--- config.mk ---
export PLATFORM = sky130hd
export DESIGN_NAME = decoupled_io_demux
export DESIGN_NICKNAME = d
export VERILOG_FILES = /design/src/rtl/memoredf_pkg.sv /design/src/rtl/decoupled_skid_buffer.sv /design/src/rtl/decoupled_io_demux.sv
export SDC_FILE = /design/constraint.sdc
export NUM_CORES = 1
export LEC_CHECK = 0
export ABC_CLOCK_PERIOD_IN_PS = 75500
export CAP_MARGIN = 20
export CELL_PAD_IN_SITES_DETAIL_PLACEMENT = 0
export CELL_PAD_IN_SITES_GLOBAL_PLACEMENT = 2
export CORE_AREA = 5 5 397 399
export DETAILED_ROUTE_END_ITERATION = 7
export DIE_AREA = 0 0 402 404
export PLACE_DENSITY = 0.7
export SLEW_MARGIN = 0
export SYNTH_ARGS = -nofsm -noshare
export SYNTH_HDL_FRONTEND = slang
export SYNTH_SLANG_ARGS = --single-unit
--- constraint.sdc ---
create_clock -name aclk -period 75.5 [get_ports aclk]
set_clock_uncertainty 0.2 [all_clocks]
set_input_delay 15.1 -clock aclk [delete_from_list [all_inputs] [get_ports aclk]]
set_output_delay 15.1 -clock aclk [all_outputs]
set_load 0.02 [all_outputs]
--- src/rtl/memoredf_pkg.sv ---
// Shared types for the decoupled demux path: buffer state and id width.
// The packet struct lives in each user, sized by its own localparams.
package memoredf_pkg;

   typedef enum logic [1:0] {
      EMPTY,
      ONE,
      TWO
   } buf_state_e;

   // Index width for n destinations; never narrower than one bit.
   function automatic int id_width(input int n);
      return (n > 1) ? $clog2(n) : 1;
   endfunction

endpackage

--- src/rtl/decoupled_skid_buffer.sv ---
// Two-entry skid buffer; ready and valid are both driven from flops.
// Ports: aclk/aresetn, in_valid/in_ready/in_data, out_valid/out_ready/out_data.
module decoupled_skid_buffer
   import memoredf_pkg::*;
#(
   parameter int W = 8
) (
   input  logic         aclk,
   input  logic         aresetn,
   input  logic         in_valid,
   output logic         in_ready,
   input  logic [W-1:0] in_data,
   output logic         out_valid,
   input  logic         out_ready,
   output logic [W-1:0] out_data
);

   buf_state_e   state_q;
   buf_state_e   state_d;
   logic         ready_q;
   logic [W-1:0] main_q;
   logic [W-1:0] skid_q;
   logic         in_fire;
   logic         out_fire;
   logic         load_in;
   logic         load_skid;
   logic         pop_skid;

   assign in_ready  = ready_q;
   assign out_valid = (state_q != EMPTY);
   assign out_data  = main_q;
   assign in_fire   = in_valid & ready_q;
   assign out_fire  = out_valid & out_ready;

   // ready is its own flop so it can be held low through reset
   always_ff @(posedge aclk) begin
      if (!aresetn) begin
         state_q <= EMPTY;
         ready_q <= 1'b0;
      end else begin
         state_q <= state_d;
         ready_q <= (state_d != TWO);
      end
   end

   always_comb begin
      state_d   = state_q;
      load_in   = 1'b0;
      load_skid = 1'b0;
      pop_skid  = 1'b0;
      unique case (state_q)
         EMPTY: begin
            if (in_fire) begin
               load_in = 1'b1;
               state_d = ONE;
            end
         end
         ONE: begin
            if (out_fire && in_fire) begin
               load_in = 1'b1;
            end else if (out_fire) begin
               state_d = EMPTY;
            end else if (in_fire) begin
               load_skid = 1'b1;
               state_d   = TWO;
            end
         end
         TWO: begin
            if (out_fire) begin
               pop_skid = 1'b1;
               state_d  = ONE;
            end
         end
         default: state_d = EMPTY;
      endcase
   end

   // data path carries no reset
   always_ff @(posedge aclk) begin
      if (load_in) begin
         main_q <= in_data;
      end else if (pop_skid) begin
         main_q <= skid_q;
      end
      if (load_skid) begin
         skid_q <= in_data;
      end
   end

endmodule

--- src/rtl/decoupled_io_demux.sv ---
// Routes one scheduled valid/ready stream to NUMBER_OF_QUEUES one-hot outputs.
// Ports: aclk, aresetn, in_valid/in_ready/in_id/in_packet,
// queues_valid/queues_ready/queues_packet; with DECOUPLED_IO_DEMUX_STATS_EN
// also stat_delivered[NUMBER_OF_QUEUES] and stat_dropped (saturating).
module decoupled_io_demux
   import memoredf_pkg::*;
#(
   parameter int DATA_SIZE        = 512,
   parameter int NUMBER_OF_QUEUES = 4,
   parameter int STAT_W           = 32,
   localparam int ID_W            = id_width(NUMBER_OF_QUEUES)
) (
   input  logic                        aclk,
   input  logic                        aresetn,
   input  logic                        in_valid,
   output logic                        in_ready,
   input  logic [ID_W-1:0]             in_id,
   input  logic [DATA_SIZE-1:0]        in_packet,
   output logic [NUMBER_OF_QUEUES-1:0] queues_valid,
   input  logic [NUMBER_OF_QUEUES-1:0] queues_ready,
`ifdef DECOUPLED_IO_DEMUX_STATS_EN
   output logic [STAT_W-1:0]           stat_delivered [NUMBER_OF_QUEUES],
   output logic [STAT_W-1:0]           stat_dropped,
`endif
   output logic [DATA_SIZE-1:0]        queues_packet
);

   localparam logic [ID_W:0] NQ = (ID_W+1)'(NUMBER_OF_QUEUES);

   typedef struct packed {
      logic [ID_W-1:0]      id;
      logic [DATA_SIZE-1:0] packet;
   } pkt_t;

   pkt_t in_pkt;
   pkt_t head;
   logic in_range;
   logic head_valid;
   logic out_fire;

   assign in_pkt   = '{id: in_id, packet: in_packet};
   assign in_range = ({1'b0, in_id} < NQ);

   // Out-of-range ids are consumed upstream but never enter the buffer.
   decoupled_skid_buffer #(
      .W($bits(pkt_t))
   ) u_buf (
      .aclk      (aclk),
      .aresetn   (aresetn),
      .in_valid  (in_valid & in_range),
      .in_ready  (in_ready),
      .in_data   (in_pkt),
      .out_valid (head_valid),
      .out_ready (out_fire),
      .out_data  (head)
   );

   always_comb begin
      queues_valid = '0;
      for (int i = 0; i < NUMBER_OF_QUEUES; i++) begin
         queues_valid[i] = head_valid && (head.id == ID_W'(i));
      end
   end

   // only the selected queue's ready can complete a transfer
   assign out_fire      = |(queues_valid & queues_ready);
   assign queues_packet = head.packet;

`ifdef DECOUPLED_IO_DEMUX_STATS_EN
   logic drop;

   assign drop = in_valid & in_ready & ~in_range;

   always_ff @(posedge aclk) begin
      if (!aresetn) begin
         for (int i = 0; i < NUMBER_OF_QUEUES; i++) begin
            stat_delivered[i] <= '0;
         end
         stat_dropped <= '0;
      end else begin
         for (int i = 0; i < NUMBER_OF_QUEUES; i++) begin
            if (queues_valid[i] && queues_ready[i]
                && (stat_delivered[i] != '1)) begin
               stat_delivered[i] <= stat_delivered[i] + 1'b1;
            end
         end
         if (drop && (stat_dropped != '1)) begin
            stat_dropped <= stat_dropped + 1'b1;
         end
      end
   end
`endif

endmodule

==> results of run 1 <==
stage by stage:
step,total power [W],instances
detailed placement,0.000848,4678
floorplan,0.000797,2140
global route,0.00141,4891
global placement,0.000847,4678
finish,0.00135,4899
CTS,0.00138,4882
flip-flops by register name, summed over array words and instances, names as in the netlist:
name	count
u_buf.in_ready	1
u_buf.out_data	514
u_buf.skid_q	514
u_buf.state_q	2
synthesized netlist by cell type (2+ instances only):
cell | n | area, sq um
edfxtp_1 | 1028 | 30900
buf_4 | 512 | 3840
mux2_4 | 461 | 6920
mux2_2 | 55 | 619
buf_6 | 52 | 586
buf_2 | 5 | 25.0
and2_1 | 3 | 18.8
dfxtp_1 | 3 | 60.1
nor2_1 | 3 | 11.3
a21oi_1 | 2 | 10.0
nor2b_1 | 2 | 12.5
or2_2 | 2 | 12.5
logic make-up after synthesis:
group,Yosys count,share of synthesized area
compound gates,9,0.00166
buf+inv,570,0.103
flops,1031,0.718
mux,516,0.175
simple gates,14,0.00177
worst register-to-register path: stages, from the launching register on:
cell	delay, ps
edfxtp_1	500
mux2_2	300
a22oi_2	100
a21oi_4	170
buf_4	700
buf_4	770
buf_4	660
buf_4	870
buf_4	1000
mux2_4	390
final cells by class:
| class | instances | area (sq um) |
|---|---|---|
| antenna | 17 | 42.5 |
| fill | 14416 | 98200 |
| multi-input combinational | 539 | 7710 |
| tap | 2044 | 2560 |
| inverter | 1 | 3.75 |
| clock inverter | 68 | 603 |
| sequential | 1031 | 30900 |
| clock buffer | 136 | 2870 |
| timing repair buffer | 1063 | 10600 |
path summary, 6_finish.rpt:
kind / start / to / slack, ps
setup / recovery: queues_ready[2] / u_buf.out_data[332] / 55330
hold / removal: u_buf.skid_q[94] / u_buf.out_data[94] / 300
setup reg to reg: u_buf.out_data[512] / u_buf.out_data[332] / 69550
hold reg to reg: u_buf.skid_q[94] / u_buf.out_data[94] / 300
routing by layer:
layer	global-route usage	wire length (microns)
met4	0.0425	3050
met1	0.142	41600
met5	0	98
met3	0.0564	10000
met2	0.207	52300
power by group through the flow:
stage	Combinational (W)	Clock (W)	Sequential, W
3_3_place_gp	0.000164	0	0.000683
4_1_cts	0.000165	0.000540	0.000672
6_report	0.000162	0.000521	0.000671
5_1_grt	0.000170	0.000566	0.000673
2_1_floorplan	0.000105	0	0.000692
3_5_place_dp	0.000165	0	0.000683
==> reports/results.tsv, run 1 <==
stage	metric	value	unit
placement	port_buffers	1037	
yosys	ys_ff_latch	1031	
routing	vias	19510	
min_path	worstHoldPathCells	1	
floorplanning	rows	144	
clock_tree	cts_buffer_depth	3	
floorplanning	die_x	402	microns
routing	drtIter0Drc	1088	
clock_tree	clock_latency	720	ps
grt	grt_use_total	0.124	
setup_path	crit_slowest_cell	buf_4	
final_layout	final_common_cell	clkdlybuf4s50_1	
power	p_per_area	24.5	nW/um^2
clock_tree	tritoncts	built	
clock_tree	postCtsHoldBufs	0	
final_layout	fin_util	0.360	
sta	hold_violations	0	
floorplanning	die_area	162000	sq um
yosys	synth_seq_area_share	0.718	
power	p_leak	19.0	nW
setup_path	cpPeakStageDelay	920	ps
setup_path	critPathRequiredTime	75720	ps
power	seq_power_share	0.496	
clock_tree	clkSlewWorstSetupHoldPaths	60	ps
yosys	ys.flop_type	edfxtp_1	
grt	grt.overflow.total	0	
power	max-vdd-ir-drop	0.0240	mV
routing	drc_errors	0	
routing	firstDrtPassIters	6	
setup_path	cpMostUsedCell	buf_4	
sta	finalCriticalPeriod	20170	ps
grt	antenna_found_initial	26	
power	sw_frac_of_total	0.230	
final_layout	layout_common_cells	clkdlybuf4s50_1, edfxtp_1, mux2_4, clkbuf_16, mux2_2	
grt	grt_max_degree	126	
floorplanning	die_y	404	microns
routing	wl_per_cell	21.9	microns
sta	tightest_slew	1100	ps
clock_tree	clock_sinks	1031	
min_path	min_path_type	flip-flop to flip-flop	
yosys	async_flop_share	0	
setup_path	cpLargestDelayFamily	buffers and inverters	
placement	pre_cts_ws	54610	ps
power	clkPwrFrac	0.385	
yosys	synthesis.area	43100	sq um
setup_path	worstPathCellList	clkdlybuf4s50_1, mux2_4, a22oi_2, a21oi_4, buf_4, buf_4, buf_4, buf_4, buf_4, mux2_4	
sta	drv_slew	0	
clock_tree	cts_htree_levels	3	
final_layout	stdcell_area	55300	sq um
yosys	synth-edff-count	1028	
power	pwr-share-comb	0.120	
clock_tree	numCtsBuffers	111	
run	maxCapViolations	0	
floorplanning	io_pins	1038	
sta	max_freq	49.6	MHz
floorplanning	fp.coreArea	154000	sq um
clock_tree	cts_setup_buffers	0	
outcome	status	complete, no violations	
setup_path	path_depth	10	
yosys	synth.net_count	2661	
routing	drt.antenna.violating_nets	0	
power	p_sw	0.000312	W
setup_path	crit_path_start_kind	primary input	
setup_path	arrival	20390	ps
setup_path	critical_path_buf_inv_count	6	
grt	grt_pass1_vias	20325	
yosys	synthCells	2140	
setup_path	reg2reg_depth	9	
routing	drt-total-wl	107000	microns
placement	gp_congestion	0.792	
placement	dp_hpwl	77000	microns
setup_path	critPathKind	primary input to flip-flop	
grt	grt_pass1_wl	149000	microns
setup_path	end_kind	flip-flop	
placement	dpl_cell_area	51800	sq um
yosys	avgSynthCellArea	20.1	sq um
final_layout	synthToLayoutAreaGrowth	28.4	%
sta	whs	305	ps
clock_tree	cts_resized	0	
yosys	yosys_warnings	0	
sta	fin_crit_sh	0.267	
sta	rsz0062_at_grt	no	
sta	fin_setup_tns	0	ps
floorplanning	initial_core_util	0.281	
sta	max-slew-margin-rel	0.268	
routing	vias_per_cell	3.98	
clock_tree	cts-root-buf	clkbuf_16	
final_layout	layout-drive-gt1-share	0.245	
final_layout	final_nets	3268	
sta	setup_ws	55330	ps
setup_path	crit_fanout	53	
power	intPower	0.00104	W
yosys	synth.distinct_cells	24	
sta	setup_viol	0	
Note: power is estimated with default switching activity, not from simulation.
==> run 2: changes to the inputs <==
--- a/config.mk
+++ b/config.mk
@@ -5,7 +5,7 @@
 export SDC_FILE = /design/constraint.sdc
 export NUM_CORES = 1
 export LEC_CHECK = 0
-export ABC_CLOCK_PERIOD_IN_PS = 75500
+export ABC_CLOCK_PERIOD_IN_PS = 19000
 export CAP_MARGIN = 20
 export CELL_PAD_IN_SITES_DETAIL_PLACEMENT = 0
 export CELL_PAD_IN_SITES_GLOBAL_PLACEMENT = 2
==> constraint.sdc (replaced) <==
create_clock -name aclk -period 19 [get_ports aclk]
set_clock_uncertainty 0.2 [all_clocks]
set_input_delay 3.8 -clock aclk [delete_from_list [all_inputs] [get_ports aclk]]
set_output_delay 3.8 -clock aclk [all_outputs]
set_load 0.02 [all_outputs]
==> reports/results.tsv, run 2 (synthesis gave the netlist of run 1 again) <==
stage	metric	value	unit	change
power	p_per_area	98.9	nW/um^2	+300%
power	pwr-share-comb	0.119		about the same
sta	rsz0062_at_grt	no		
setup_path	cpPeakStageDelay	970	ps	+50 ps
sta	setup_viol	0		unchanged
min_path	min_path_type	flip-flop to flip-flop		
final_layout	stdcell_area	55500	sq um	+0.35%
sta	whs	304	ps	-1.21 ps
power	p_leak	19.1	nW	+0.46%
routing	drt-total-wl	113000	microns	+5.0%
run	maxCapViolations	0		unchanged
grt	grt_max_degree	144		+14%
clock_tree	cts_buffer_depth	3		unchanged
final_layout	final_nets	3263		-0.15%
routing	vias_per_cell	4.00		+0.50%
power	total_power	0.00549	W	+310%
final_layout	final_common_cell	clkdlybuf4s50_1		
setup_path	crit_path_start_kind	primary input		
setup_path	critPathRequiredTime	19260	ps	-56460 ps
final_layout	synthToLayoutAreaGrowth	28.9	%	
placement	dp_hpwl	80400	microns	+4.5%
clock_tree	cts-root-buf	clkbuf_16		
grt	grt_pass1_wl	153000	microns	+2.8%
clock_tree	cts_htree_levels	3		unchanged
floorplanning	io_pins	1038		unchanged
outcome	status	complete, no violations		
sta	finalCriticalPeriod	8690	ps	
clock_tree	numCtsBuffers	114		+2.7%
clock_tree	clkSlewWorstSetupHoldPaths	60	ps	about the same
setup_path	crit_fanout	114		+120%
power	clkPwrFrac	0.395		+0.010
clock_tree	tritoncts	built		
floorplanning	rows	144		unchanged
placement	dpl_cell_area	51800	sq um	about the same
setup_path	critPathKind	primary input to flip-flop		
power	p_sw	0.00128	W	+310%
sta	drv_slew	0		unchanged
floorplanning	fp.coreArea	154000	sq um	unchanged
clock_tree	clock_latency	720	ps	about the same
clock_tree	postCtsHoldBufs	0		unchanged
floorplanning	die_area	162000	sq um	unchanged
power	sw_frac_of_total	0.233		+0.00248
setup_path	end_kind	flip-flop		
grt	grt_use_total	0.130		+0.00587
routing	firstDrtPassIters	5		-1
sta	max_freq	115	MHz	
grt	grt_pass1_vias	20259		-0.32%
setup_path	arrival	8950	ps	-11440 ps
sta	tightest_slew	1120	ps	+19.5 ps
grt	antenna_found_initial	34		+31%
clock_tree	cts_resized	0		unchanged
routing	vias	19611		+0.52%
sta	max-slew-margin-rel	0.255		-0.0130
power	seq_power_share	0.486		-0.010
sta	fin_setup_tns	0	ps	unchanged
routing	wl_per_cell	23.0	microns	+5.0%
grt	grt.overflow.total	0		unchanged
setup_path	crit_slowest_cell	buf_4		
final_layout	layout_common_cells	clkdlybuf4s50_1, edfxtp_1, mux2_4, clkbuf_16, mux2_2		
routing	drtIter0Drc	1066		-2.0%
sta	hold_violations	0		unchanged
placement	port_buffers	1037		unchanged
placement	gp_congestion	0.815		+2.9%
setup_path	cpMostUsedCell	buf_4		
routing	drt.antenna.violating_nets	0		unchanged
final_layout	num-fill-cells	14341		-0.52%
sta	fin_crit_sh	0.457		
clock_tree	cts_setup_buffers	0		unchanged
clock_tree	clock_sinks	1031		unchanged
floorplanning	initial_core_util	0.281		unchanged
power	intPower	0.00421	W	+300%
power	max-vdd-ir-drop	0.0746	mV	+210%
floorplanning	die_y	404	microns	unchanged
floorplanning	die_x	402	microns	unchanged
setup_path	worstPathCellList	clkdlybuf4s50_1, mux2_4, a22oi_2, a21oi_4, buf_4, buf_4, buf_12, buf_4, mux2_4		
routing	drc_errors	0		unchanged
final_layout	layout-drive-gt1-share	0.248		+0.00317
## run 2: stage by stage
stage | utilization | setup WS [ps] | std cells
after detailed placement | 0.337 | 9620 | 4670
after CTS | 0.361 | 10460 | 4882
final | 0.362 | 10310 | 4900
after global routing | 0.362 | 10150 | 4897
after floorplan | - | 473 | 2140
after global placement | 0.337 | 9590 | 4670
## run 2: path summary, 6_finish.rpt
path,from,slack (ps),to,depth (start not counted)
max,queues_ready[3],10310,u_buf.out_data[266],9
min reg2reg,u_buf.skid_q[463],300,u_buf.out_data[463],1
max reg2reg,u_buf.out_data[512],13210,u_buf.out_data[266],8
min,u_buf.skid_q[463],300,u_buf.out_data[463],1
## run 2: metal layers
metal | GRT usage | wire (microns) | vias up
li1 | - | - | 8802
met1 | 0.148 | 42400 | 9797
met2 | 0.214 | 55200 | 775
met3 | 0.0521 | 10200 | 219
met4 | 0.0654 | 4590 | 18
met5 | 0.000877 | 105 | -
## run 2: area by class of cell
cell class,count,area (sq um),share of cell area
Timing Repair Buffer,1055,10600,0.191
Antenna cell,18,45.0,0.000811
Tap cell,2044,2560,0.0461
Inverter,1,3.75,0.0000676
Sequential cell,1031,30900,0.557
Clock inverter,71,688,0.0124
Multi-Input combinational cell,539,7710,0.139
Clock buffer,141,2980,0.0536
## run 2: critical path, delay by kind of cell
kind / cells / cell delay (ps)
buffers and inverters: 5 / 3350
muxes: 2 / 510
AOI/OAI and AO/OA: 2 / 800
## run 2: power groups by stage
stage	logic (W)	clock network, W	registers (W)
global placement	0.000658	0	0.00272
detailed placement	0.000661	0	0.00272
floorplan	0.000417	0	0.00274
finish	0.000652	0.00217	0.00267
global route	0.000682	0.00234	0.00268
CTS	0.000663	0.00226	0.00267
==> run 3: changes to the inputs <==
--- a/config.mk
+++ b/config.mk
@@ -5,7 +5,7 @@
 export SDC_FILE = /design/constraint.sdc
 export NUM_CORES = 1
 export LEC_CHECK = 0
-export ABC_CLOCK_PERIOD_IN_PS = 19000
+export ABC_CLOCK_PERIOD_IN_PS = 8189
 export CAP_MARGIN = 20
 export CELL_PAD_IN_SITES_DETAIL_PLACEMENT = 0
 export CELL_PAD_IN_SITES_GLOBAL_PLACEMENT = 2
==> constraint.sdc (replaced) <==
create_clock -name aclk -period 8.19 [get_ports aclk]
set_clock_uncertainty 0.2 [all_clocks]
set_input_delay 1.638 -clock aclk [delete_from_list [all_inputs] [get_ports aclk]]
set_output_delay 1.638 -clock aclk [all_outputs]
set_load 0.02 [all_outputs]
==> reports/results.tsv, run 3 (synthesis gave the netlist of run 1 again) <==
stage	metric	value	unit	change
sta	finalCriticalPeriod	4250	ps	
setup_path	critical_path_buf_inv_count	3		-2
grt	grt_pass1_vias	20395		+0.67%
sta	tightest_slew	1030	ps	-85.2 ps
setup_path	arrival	4380	ps	-4570 ps
floorplanning	io_pins	1038		unchanged
clock_tree	numCtsBuffers	112		-1.8%
routing	firstDrtPassIters	5		unchanged
routing	wl_per_cell	22.3	microns	-2.7%
clock_tree	tritoncts	built		
placement	gp_congestion	0.824		+1.1%
clock_tree	cts-root-buf	clkbuf_16		
floorplanning	initial_core_util	0.281		unchanged
setup_path	critPathRequiredTime	8320	ps	-10940 ps
setup_path	cpLargestDelayFamily	buffers and inverters		
setup_path	rrSetupSlack	4680	ps	-8530 ps
run	maxCapViolations	0		unchanged
grt	grt_use_total	0.128		-0.00184
sta	hold_violations	0		unchanged
setup_path	crit_path_start_kind	primary input		
clock_tree	cts_buffer_depth	3		unchanged
clock_tree	clkSlewWorstSetupHoldPaths	60	ps	about the same
setup_path	worstPathCellList	clkdlybuf4s50_1, mux2_2, a22oi_2, o21ai_0, or2_4, buf_12, buf_12		
clock_tree	clock_sinks	1031		unchanged
power	max-vdd-ir-drop	0.184	mV	+150%
floorplanning	die_area	162000	sq um	unchanged
min_path	worstHoldPathCells	1		unchanged
sta	drv_slew	0		unchanged
floorplanning	die_y	404	microns	unchanged
final_layout	layout-drive-gt1-share	0.249		+0.000889
setup_path	crit_slowest_cell	or2_4		
routing	drtIter0Drc	981		-8.0%
floorplanning	die_x	402	microns	unchanged
sta	fin_setup_tns	0	ps	unchanged
clock_tree	cts_resized	0		unchanged
routing	vias	19636		+0.13%
routing	drc_errors	0		unchanged
min_path	min_path_type	flip-flop to flip-flop		
power	p_leak	19.1	nW	+0.25%
grt	antenna_found_initial	26		-24%
setup_path	end_kind	flip-flop		
placement	pre_cts_ws	3220	ps	-6400 ps
sta	rsz0062_at_grt	no		
sta	setup_ws	3940	ps	-6360 ps
setup_path	critPathKind	primary input to flip-flop		
floorplanning	fp.coreArea	154000	sq um	unchanged
floorplanning	rows	144		unchanged
sta	fin_crit_sh	0.518		
final_layout	final_nets	3285		+0.67%
routing	vias_per_cell	3.99		-0.22%
outcome	status	complete, no violations		
sta	max_freq	236	MHz	
setup_path	crit_fanout	84		-26%
routing	drt-total-wl	110000	microns	-2.4%
grt	grt_pass1_wl	152000	microns	-0.43%
sta	max-slew-margin-rel	0.311		+0.0568
clock_tree	cts_setup_buffers	0		unchanged
final_layout	fin_util	0.362		+0.000472
grt	grt_max_degree	134		-6.9%
setup_path	cpMostUsedCell	buf_12		
final_layout	final_common_cell	clkdlybuf4s50_1		
min_path	worstHoldEndpoint	u_buf.out_data[459]		
routing	drt.antenna.violating_nets	0		unchanged
setup_path	reg2reg_depth	6		-2
clock_tree	clock_latency	710	ps	about the same
setup_path	reg2reg_to	u_buf.out_data[307]		
final_layout	layout_common_cells	clkdlybuf4s50_1, edfxtp_1, mux2_4, clkbuf_16, mux2_2		
placement	port_buffers	1037		unchanged
final_layout	synthToLayoutAreaGrowth	29.0	%	
setup_path	cpPeakStageDelay	740	ps	-230 ps
sta	setup_viol	0		unchanged
clock_tree	cts_htree_levels	3		unchanged
clock_tree	postCtsHoldBufs	0		unchanged
min_path	hold_start	u_buf.skid_q[459]		
grt	grt.overflow.total	0		unchanged
setup_path	r2r-start	u_buf.out_data[512]		
placement	dp_hpwl	80600	microns	+0.15%
power	p_per_area	226	nW/um^2	+130%
## run 3: cell count changes in the layout (fill, tap and decap cells not counted), sizes merged
| cell | previous run | this run |
|---|---|---|
| bufinv | 9 | 7 |
| clkbuf | 141 | 146 |
| diode | 18 | 13 |
| buf | 18 | 42 |
| clkinv | 55 | 54 |
| inv | 7 | 3 |
## run 3: worst reg2reg max path, cell delays in order, from the launching register on
cell	delay (ps)
edfxtp_1	520
mux2_2	320
a22oi_2	100
o21ai_0	260
or2_4	740
buf_12	410
buf_12	490
## run 3: worst max-delay path by stage
stage | start | end | slack (ps) | cells after the start
2_1_floorplan | queues_ready[2] | u_buf.skid_q[0] | -2180 | 3
3_3_place_gp | queues_ready[0] | u_buf.out_data[246] | 3230 | 7
3_5_place_dp | queues_ready[0] | u_buf.out_data[246] | 3220 | 7
4_1_cts | queues_ready[0] | u_buf.out_data[243] | 4010 | 7
5_1_grt | queues_ready[0] | u_buf.out_data[258] | 3810 | 7
6_report | queues_ready[0] | u_buf.out_data[307] | 3940 | 7
## run 3: metrics by stage
| stage | instance area, sq um | hold WS (ps) | cells | total power [W] |
|---|---|---|---|---|
| 6_report | 55600 | 330 | 4917 | 0.0126 |
| 4_1_cts | 55600 | 313 | 4904 | 0.0128 |
| 2_1_floorplan | 43100 | 325 | 2140 | 0.00728 |
| 3_3_place_gp | 52000 | 329 | 4694 | 0.00783 |
| 3_5_place_dp | 52000 | 333 | 4694 | 0.00784 |
| 5_1_grt | 55600 | 337 | 4914 | 0.0130 |
## run 3: area by class of cell
| type | count | area [sq um] |
|---|---|---|
| Clock buffer | 146 | 2930 |
| Antenna cell | 13 | 32.5 |
| Timing Repair Buffer | 1079 | 10800 |
| Multi-Input combinational cell | 539 | 7720 |
| Sequential cell | 1031 | 30900 |
| Tap cell | 2044 | 2560 |
| Inverter | 1 | 3.75 |
| Clock inverter | 64 | 592 |
| Fill cell | 14352 | 97900 |
## run 3: layer usage
| metal | wire length, microns | vias up | GRT usage |
|---|---|---|---|
| met2 | 53200 | 743 | 0.212 |
| met4 | 3310 | 24 | 0.0496 |
| li1 | - | 8831 | - |
| met1 | 42700 | 9864 | 0.148 |
| met5 | 159 | - | 0 |
| met3 | 10400 | 174 | 0.0554 |
## run 3: power by group
group	internal (W)	switching (W)	total, W
Combinational	0.000792	0.000730	0.00152
Clock	0.00275	0.00209	0.00484
Sequential	0.00611	0.0000705	0.00619
